[src/rtl/uart_cfg_core.sv]
// Runtime-configurable UART: baud tick generator, 16x-oversampled RX/TX FSMs,
// show-ahead RX/TX FIFOs, sticky error flags and FIFO fill levels.

module uart_cfg_fifo #(
  parameter int DEPTH = 16,
  parameter int LVL_W = $clog2(DEPTH) + 1
) (
  input  logic             clk,
  input  logic             reset,
  input  logic             wr,
  input  logic [7:0]       w_data,
  input  logic             rd,
  output logic [7:0]       r_data,
  output logic             empty,
  output logic             full,
  output logic [LVL_W-1:0] level
);
  localparam int AW = $clog2(DEPTH);

  logic [7:0]       mem [DEPTH];
  logic [LVL_W-1:0] wr_ptr_reg, rd_ptr_reg;
  logic             wr_en, rd_en;

  // Pointers carry one extra bit so full and empty are distinguishable.
  assign level  = wr_ptr_reg - rd_ptr_reg;
  assign empty  = (level == '0);
  assign full   = (level == LVL_W'(DEPTH));
  assign rd_en  = rd && !empty;
  assign wr_en  = wr && (!full || rd);
  assign r_data = empty ? 8'h00 : mem[rd_ptr_reg[AW-1:0]];

  always_ff @(posedge clk) begin
    if (wr_en) mem[wr_ptr_reg[AW-1:0]] <= w_data;
  end

  always_ff @(posedge clk or posedge reset) begin
    if (reset) begin
      wr_ptr_reg <= '0;
      rd_ptr_reg <= '0;
    end else begin
      if (wr_en) wr_ptr_reg <= wr_ptr_reg + LVL_W'(1);
      if (rd_en) rd_ptr_reg <= rd_ptr_reg + LVL_W'(1);
    end
  end
endmodule

module uart_cfg_core #(
  parameter int FIFO_DEPTH = 16,
  parameter int DVSR_W     = 11,
  parameter int LVL_W      = $clog2(FIFO_DEPTH) + 1
) (
  input  logic              clk,
  input  logic              reset,
  input  logic [DVSR_W-1:0] dvsr,
  input  logic              cfg_dbit8,
  input  logic [1:0]        cfg_parity,
  input  logic              cfg_stop2,
  input  logic              rx,
  input  logic              rd_uart,
  output logic [7:0]        r_data,
  output logic              rx_empty,
  output logic              rx_full,
  output logic [LVL_W-1:0]  rx_level,
  input  logic              wr_uart,
  input  logic [7:0]        w_data,
  output logic              tx,
  output logic              tx_full,
  output logic [LVL_W-1:0]  tx_level,
  output logic              tx_busy,
  input  logic              clr_err,
  output logic              parity_err,
  output logic              frame_err,
  output logic              overrun_err
);
  typedef enum logic [2:0] {ST_IDLE, ST_START, ST_DATA, ST_PARITY, ST_STOP} state_t;

  logic [DVSR_W-1:0] tick_cnt_reg;
  logic              tick;

  assign tick = (tick_cnt_reg >= dvsr);

  always_ff @(posedge clk or posedge reset) begin
    if (reset)     tick_cnt_reg <= '0;
    else if (tick) tick_cnt_reg <= '0;
    else           tick_cnt_reg <= tick_cnt_reg + DVSR_W'(1);
  end

  logic rx_meta_reg, rx_sync_reg;

  always_ff @(posedge clk or posedge reset) begin
    if (reset) begin
      rx_meta_reg <= 1'b1;
      rx_sync_reg <= 1'b1;
    end else begin
      rx_meta_reg <= rx;
      rx_sync_reg <= rx_meta_reg;
    end
  end

  // ---------------- receiver ----------------
  state_t     rx_state_reg;
  logic [3:0] rx_s_reg;
  logic [2:0] rx_n_reg;
  logic [7:0] rx_b_reg;
  logic       rx_dbit8_reg, rx_par_en_reg, rx_par_odd_reg, rx_stop2_reg;
  logic       rx_push_reg, perr_set_reg, ferr_set_reg;

  always_ff @(posedge clk or posedge reset) begin
    if (reset) begin
      rx_state_reg   <= ST_IDLE;
      rx_s_reg       <= '0;
      rx_n_reg       <= '0;
      rx_b_reg       <= '0;
      rx_dbit8_reg   <= 1'b1;
      rx_par_en_reg  <= 1'b0;
      rx_par_odd_reg <= 1'b0;
      rx_stop2_reg   <= 1'b0;
      rx_push_reg    <= 1'b0;
      perr_set_reg   <= 1'b0;
      ferr_set_reg   <= 1'b0;
    end else begin
      rx_push_reg  <= 1'b0;
      perr_set_reg <= 1'b0;
      ferr_set_reg <= 1'b0;
      case (rx_state_reg)
        ST_IDLE: begin
          if (!rx_sync_reg) begin
            rx_state_reg   <= ST_START;
            rx_s_reg       <= '0;
            rx_b_reg       <= '0;
            rx_dbit8_reg   <= cfg_dbit8;
            rx_par_en_reg  <= cfg_parity[0] ^ cfg_parity[1];
            rx_par_odd_reg <= cfg_parity[1];
            rx_stop2_reg   <= cfg_stop2;
          end
        end
        ST_START: begin
          if (tick) begin
            if (rx_s_reg == 4'd7) begin
              // Mid start bit: a high line here was only a glitch.
              rx_s_reg     <= '0;
              rx_n_reg     <= '0;
              rx_state_reg <= rx_sync_reg ? ST_IDLE : ST_DATA;
            end else begin
              rx_s_reg <= rx_s_reg + 4'd1;
            end
          end
        end
        ST_DATA: begin
          if (tick) begin
            rx_s_reg <= rx_s_reg + 4'd1;
            if (rx_s_reg == 4'd15) begin
              rx_b_reg[rx_n_reg] <= rx_sync_reg;
              if (rx_n_reg == {2'b11, rx_dbit8_reg}) begin
                rx_n_reg     <= '0;
                rx_state_reg <= rx_par_en_reg ? ST_PARITY : ST_STOP;
              end else begin
                rx_n_reg <= rx_n_reg + 3'd1;
              end
            end
          end
        end
        ST_PARITY: begin
          if (tick) begin
            rx_s_reg <= rx_s_reg + 4'd1;
            if (rx_s_reg == 4'd15) begin
              perr_set_reg <= ((^rx_b_reg) ^ rx_sync_reg) != rx_par_odd_reg;
              rx_state_reg <= ST_STOP;
            end
          end
        end
        ST_STOP: begin
          if (tick) begin
            rx_s_reg <= rx_s_reg + 4'd1;
            if (rx_s_reg == 4'd15) begin
              if (!rx_sync_reg) ferr_set_reg <= 1'b1;
              if (rx_n_reg[0] == rx_stop2_reg) begin
                rx_push_reg  <= 1'b1;
                rx_state_reg <= ST_IDLE;
              end else begin
                rx_n_reg <= 3'd1;
              end
            end
          end
        end
        default: rx_state_reg <= ST_IDLE;
      endcase
    end
  end

  uart_cfg_fifo #(.DEPTH(FIFO_DEPTH), .LVL_W(LVL_W)) u_rx_fifo (
    .clk    (clk),
    .reset  (reset),
    .wr     (rx_push_reg),
    .w_data (rx_b_reg),
    .rd     (rd_uart),
    .r_data (r_data),
    .empty  (rx_empty),
    .full   (rx_full),
    .level  (rx_level)
  );

  logic parity_err_reg, frame_err_reg, overrun_err_reg;

  // Set is applied after clear so a same-cycle event keeps the flag high.
  always_ff @(posedge clk or posedge reset) begin
    if (reset) begin
      parity_err_reg  <= 1'b0;
      frame_err_reg   <= 1'b0;
      overrun_err_reg <= 1'b0;
    end else begin
      if (clr_err) begin
        parity_err_reg  <= 1'b0;
        frame_err_reg   <= 1'b0;
        overrun_err_reg <= 1'b0;
      end
      if (perr_set_reg) parity_err_reg <= 1'b1;
      if (ferr_set_reg) frame_err_reg  <= 1'b1;
      if (rx_push_reg && rx_full && !rd_uart) overrun_err_reg <= 1'b1;
    end
  end

  assign parity_err  = parity_err_reg;
  assign frame_err   = frame_err_reg;
  assign overrun_err = overrun_err_reg;

  // ---------------- transmitter ----------------
  state_t     tx_state_reg;
  logic [3:0] tx_s_reg;
  logic [2:0] tx_n_reg;
  logic [7:0] tx_b_reg;
  logic       tx_dbit8_reg, tx_par_en_reg, tx_pbit_reg, tx_stop2_reg;
  logic       tx_reg, tx_busy_reg;
  logic [7:0] tx_head;
  logic       tx_empty, tx_pop;

  assign tx_pop = (tx_state_reg == ST_IDLE) && !tx_empty;

  uart_cfg_fifo #(.DEPTH(FIFO_DEPTH), .LVL_W(LVL_W)) u_tx_fifo (
    .clk    (clk),
    .reset  (reset),
    .wr     (wr_uart),
    .w_data (w_data),
    .rd     (tx_pop),
    .r_data (tx_head),
    .empty  (tx_empty),
    .full   (tx_full),
    .level  (tx_level)
  );

  always_ff @(posedge clk or posedge reset) begin
    if (reset) begin
      tx_state_reg  <= ST_IDLE;
      tx_s_reg      <= '0;
      tx_n_reg      <= '0;
      tx_b_reg      <= '0;
      tx_dbit8_reg  <= 1'b1;
      tx_par_en_reg <= 1'b0;
      tx_pbit_reg   <= 1'b0;
      tx_stop2_reg  <= 1'b0;
      tx_reg        <= 1'b1;
      tx_busy_reg   <= 1'b0;
    end else begin
      case (tx_state_reg)
        ST_IDLE: begin
          if (tx_pop) begin
            tx_b_reg      <= tx_head;
            tx_dbit8_reg  <= cfg_dbit8;
            tx_par_en_reg <= cfg_parity[0] ^ cfg_parity[1];
            // Parity bit that makes data^parity equal 0 (even) or 1 (odd).
            tx_pbit_reg   <= (^(cfg_dbit8 ? tx_head : {1'b0, tx_head[6:0]})) ^ cfg_parity[1];
            tx_stop2_reg  <= cfg_stop2;
            tx_busy_reg   <= 1'b1;
            tx_s_reg      <= '0;
            tx_reg        <= 1'b0;
            tx_state_reg  <= ST_START;
          end
        end
        ST_START: begin
          if (tick) begin
            tx_s_reg <= tx_s_reg + 4'd1;
            if (tx_s_reg == 4'd15) begin
              tx_reg       <= tx_b_reg[0];
              tx_n_reg     <= '0;
              tx_state_reg <= ST_DATA;
            end
          end
        end
        ST_DATA: begin
          if (tick) begin
            tx_s_reg <= tx_s_reg + 4'd1;
            if (tx_s_reg == 4'd15) begin
              tx_b_reg <= {1'b0, tx_b_reg[7:1]};
              if (tx_n_reg == {2'b11, tx_dbit8_reg}) begin
                tx_n_reg     <= '0;
                tx_reg       <= tx_par_en_reg ? tx_pbit_reg : 1'b1;
                tx_state_reg <= tx_par_en_reg ? ST_PARITY : ST_STOP;
              end else begin
                tx_n_reg <= tx_n_reg + 3'd1;
                tx_reg   <= tx_b_reg[1];
              end
            end
          end
        end
        ST_PARITY: begin
          if (tick) begin
            tx_s_reg <= tx_s_reg + 4'd1;
            if (tx_s_reg == 4'd15) begin
              tx_reg       <= 1'b1;
              tx_n_reg     <= '0;
              tx_state_reg <= ST_STOP;
            end
          end
        end
        ST_STOP: begin
          if (tick) begin
            tx_s_reg <= tx_s_reg + 4'd1;
            if (tx_s_reg == 4'd15) begin
              if (tx_n_reg[0] == tx_stop2_reg) begin
                tx_busy_reg  <= 1'b0;
                tx_state_reg <= ST_IDLE;
              end else begin
                tx_n_reg <= 3'd1;
              end
            end
          end
        end
        default: tx_state_reg <= ST_IDLE;
      endcase
    end
  end

  assign tx      = tx_reg;
  assign tx_busy = tx_busy_reg;
endmodule

[config.mk]
export PLATFORM = sky130hd
export DESIGN_NAME = uart_cfg_core
export DESIGN_NICKNAME = d
export VERILOG_FILES = /design/src/rtl/uart_cfg_core.sv
export SDC_FILE = /design/constraint.sdc
export NUM_CORES = 1
export LEC_CHECK = 0
export CAP_MARGIN = 10
export CORE_UTILIZATION = 50
export DETAILED_ROUTE_END_ITERATION = 10
export HOLD_SLACK_MARGIN = 0.05
export PLACE_DENSITY = 0.77
export SYNTH_ARGS = -nofsm -noshare
export SYNTH_HDL_FRONTEND = slang
export SYNTH_SLANG_ARGS = --single-unit
[constraint.sdc]
create_clock -name clk -period 5 [get_ports clk]
set_clock_uncertainty 0.15 [all_clocks]
set_input_delay 0.75 -clock clk [delete_from_list [all_inputs] [get_ports clk]]
set_output_delay 0.75 -clock clk [all_outputs]
set_load 0.02 [all_outputs]
==> run_results.csv <==
group,metric,value,unit
run_status,status,"completed",
final_layout,final_cell_mix,"edfxtp_1, dfrtp_1, nor2_1",
flow_run,drv_cap,0,
place,pre_cts_slack,0.994,ns
logic_synthesis,ys_seq_elements,341,
sta,whs,0.212,ns
route,drc,0,
sta,finalSetupViolations,0,
sta,drv_slew,0,
route,via_per_inst,5.66,
clock_tree,cts_resized,0,
worst_setup_path,r2r_slack,0.97,ns
sta,worst_pin_slew,0.937,ns
grt,grt_most_used_layer,"met2",
pwr,powerDensity,420,mW/mm^2
pwr,p_comb_frac,0.189,
logic_synthesis,synth_edf_count,256,
grt,grt_max_degree,48,
grt,grt_usage,0.195,
final_layout,layout_commonest_cell,"edfxtp_1",
clock_tree,root_buffer,"clkbuf_16",
sta,tns,0,ns
place,place_hpwl,19000,um
final_layout,area_delta_synth_final,13.4,%
floorplan,die_area,0.0307,mm^2
clock_tree,clock_sinks,341,
final_layout,drive_gt1_frac,0.156,
clock_tree,h-tree-depth,2,
place,dpl_cell_area,0.0160,mm^2
clock_tree,tritoncts,"built",
floorplan,pin_count,55,
logic_synthesis,synthCells,969,
sta,period_share,0.897,
final_layout,design_area,0.0170,mm^2
final_layout,finalNetCount,1100,
route,drtPass1Iterations,5,
floorplan,die_x,175,um
sta,max_freq,0.223,GHz
floorplan,fp.dieH,175,um
grt,antenna_found_initial,0,
final_layout,layout.cells.non_filler,1451,
logic_synthesis,yosys_warnings,0,
route,vias,8209,
min_path,worstHoldStart,"rx_meta_reg$_DFF_PP1_",
min_path,holdCritPathClass,"reg2reg",
place,gp_congestion,0.827,
worst_setup_path,cp-end-kind,"output port",
sta,final-hold-violation-count,0,
clock_tree,postCtsHoldBufs,0,
route,ant_nets,0,
grt,first_global_vias,8597,
logic_synthesis,yosysUniqueCellTypes,66,
worst_setup_path,crit_type,"reg2out",
floorplan,core.rowCount,63,
worst_setup_path,worstReg2RegStart,"u_tx_fifo.wr_ptr_reg[0]$_DFFE_PP0P_",
pwr,clkPwrFrac,0.335,
grt,overflow,0,
pwr,p_int,5190,uW
pwr,p_sw_frac,0.273,
sta,rsz0062_at_grt,"no",
sta,slew_headroom,0.373,
worst_setup_path,required,4.10,ns
pwr,p_sw,1950,uW
grt,grt_pass1_wl,46600,um
worst_setup_path,r2r-end,"u_tx_fifo.mem[6][3]$_DFFE_PP_",
worst_setup_path,r2r_cells,12,
route,drtIter0Drc,657,
logic_synthesis,synth_ff_type,"edfxtp_1",
logic_synthesis,syn-cell-area,0.0150,mm^2
final_layout,n_antenna_cell,0,
clock_tree,clk_latency,0.53,ns
clock_tree,cts_made_buffers,35,
grt,use_met3,0.0251,
clock_tree,post-cts-setup-buffer-count,0,
route,wl_per_cell,19.6,um
logic_synthesis,syn_avg_cell_area,15.5,um^2
worst_setup_path,worstPathMaxFanout,4,
floorplan,start_util,0.508,
logic_synthesis,yosysSeqAreaShare,0.654,
grt,gr-usage-met1,0.260,
floorplan,core-area,0.0296,mm^2
worst_setup_path,startpoint_type,"flop",
worst_setup_path,crit_arrival,3.59,ns
pwr,power.leakage,0.00633,uW
pwr,seqPwrFrac,0.476,
final_layout,num-fill-cells,2245,
clock_tree,clkTransAtPathRegs,0.06,ns
sta,fin_crit,4.49,ns
place,dp.cells,1388,
route,finalWirelength,28500,um
logic_synthesis,mappedNetlistNets,1034,
sta,finalWorstSetupSlack,0.513,ns
clock_tree,cts_max_path_buffers,3,
place,port_buffers,54,
min_path,hold_end,"rx_sync_reg$_DFF_PP1_",
logic_synthesis,synthArstFlopShare,0.249,
min_path,whs_path_depth,0,
grt,use_met2,0.338,
pwr,peakVddDrop,0.400,mV
==> metal layers <==
layer | part of all wire | vias to the layer above
met5 | 0 | -
met4 | 0.023 | 0
met3 | 0.038 | 43
met2 | 0.50 | 202
met1 | 0.43 | 4134
li1 | - | 3830
==> through the flow <==
| step | util | power [uW] |
|---|---|---|
| 2_1_floorplan | - | 4360 |
| 3_3_place_gp | 0.540 | 4780 |
| 3_5_place_dp | 0.540 | 4820 |
| 4_1_cts | 0.576 | 7210 |
| 5_1_grt | 0.576 | 7440 |
| 6_report | 0.576 | 7140 |
==> critical path: stages, from the launching register on <==
cell	delay (ns)
dfrtp_1	0.41
inv_1	0.15
ha_1	0.19
inv_1	0.06
fa_1	0.46
a21o_1	0.20
a21oi_1	0.17
xnor2_1	0.27
inv_1	0.08
nor4_1	0.40
clkdlybuf4s50_1	0.69
==> layout make-up <==
class                           count  area (um^2)  area share
Timing Repair Buffer               71          668      0.0393
Sequential cell                   341         9820       0.577
Inverter                           42          159     0.00934
Multi-Input combinational cell    544         4830       0.284
Clock inverter                     20          114     0.00669
Tap cell                          390          488      0.0287
Clock buffer                       43          937      0.0551
==> power groups by stage <==
stage | clock network [uW] | registers, uW | logic [uW]
final | 2390 | 3400 | 1350
after global placement | 0 | 3440 | 1340
after detailed placement | 0 | 3450 | 1370
after global routing | 2540 | 3410 | 1490
after CTS | 2440 | 3390 | 1380
after floorplan | 0 | 3370 | 988
==> Yosys cell counts (12+ instances only) <==
library cell,count,area [um^2]
xor2_1,16,140
nor3_1,18,90.1
xnor2_1,38,333
o21ai_0,43,215
nor2_1,66,248
ha_1,34,425
inv_1,40,150
nand2_1,62,233
clkbuf_1,26,97.6
nor2b_1,16,100
nand3_1,23,115
dfrtp_1,80,2000
a21oi_1,23,115
edfxtp_1,256,7690
o31ai_1,12,90.1
mux4_2,63,1420
==> cell families (layout without fill, tap and decap cells) <==
group                      after synthesis  after routing  share of synthesized area
adders and majority gates               36             36                     0.0310
buffers and inverters                   84            176                     0.0243
muxes                                   94             94                      0.129
DFF                                    341            341                      0.654
AOI/OAI and AO/OA                      130            130                     0.0574
xor gates and xnor gates                54             54                     0.0315
and+or+nand+nor                        230            230                     0.0726
==> worst max path at each step <==
stage	from	end	slack [ns]	cells past startpoint
after floorplan	u_tx_fifo.rd_ptr_reg[2]$_DFFE_PP0P_	u_tx_fifo.mem[3][0]$_DFFE_PP_	0.81	13
after global placement	u_tx_fifo.wr_ptr_reg[0]$_DFFE_PP0P_	u_tx_fifo.mem[12][5]$_DFFE_PP_	1.13	12
after detailed placement	u_tx_fifo.wr_ptr_reg[0]$_DFFE_PP0P_	u_tx_fifo.mem[7][5]$_DFFE_PP_	0.99	12
after CTS	u_tx_fifo.wr_ptr_reg[0]$_DFFE_PP0P_	tx_full	0.49	10
after global routing	u_tx_fifo.wr_ptr_reg[0]$_DFFE_PP0P_	tx_full	0.34	10
final	u_tx_fifo.wr_ptr_reg[0]$_DFFE_PP0P_	tx_full	0.51	10
(Power assumes the default switching activity.)
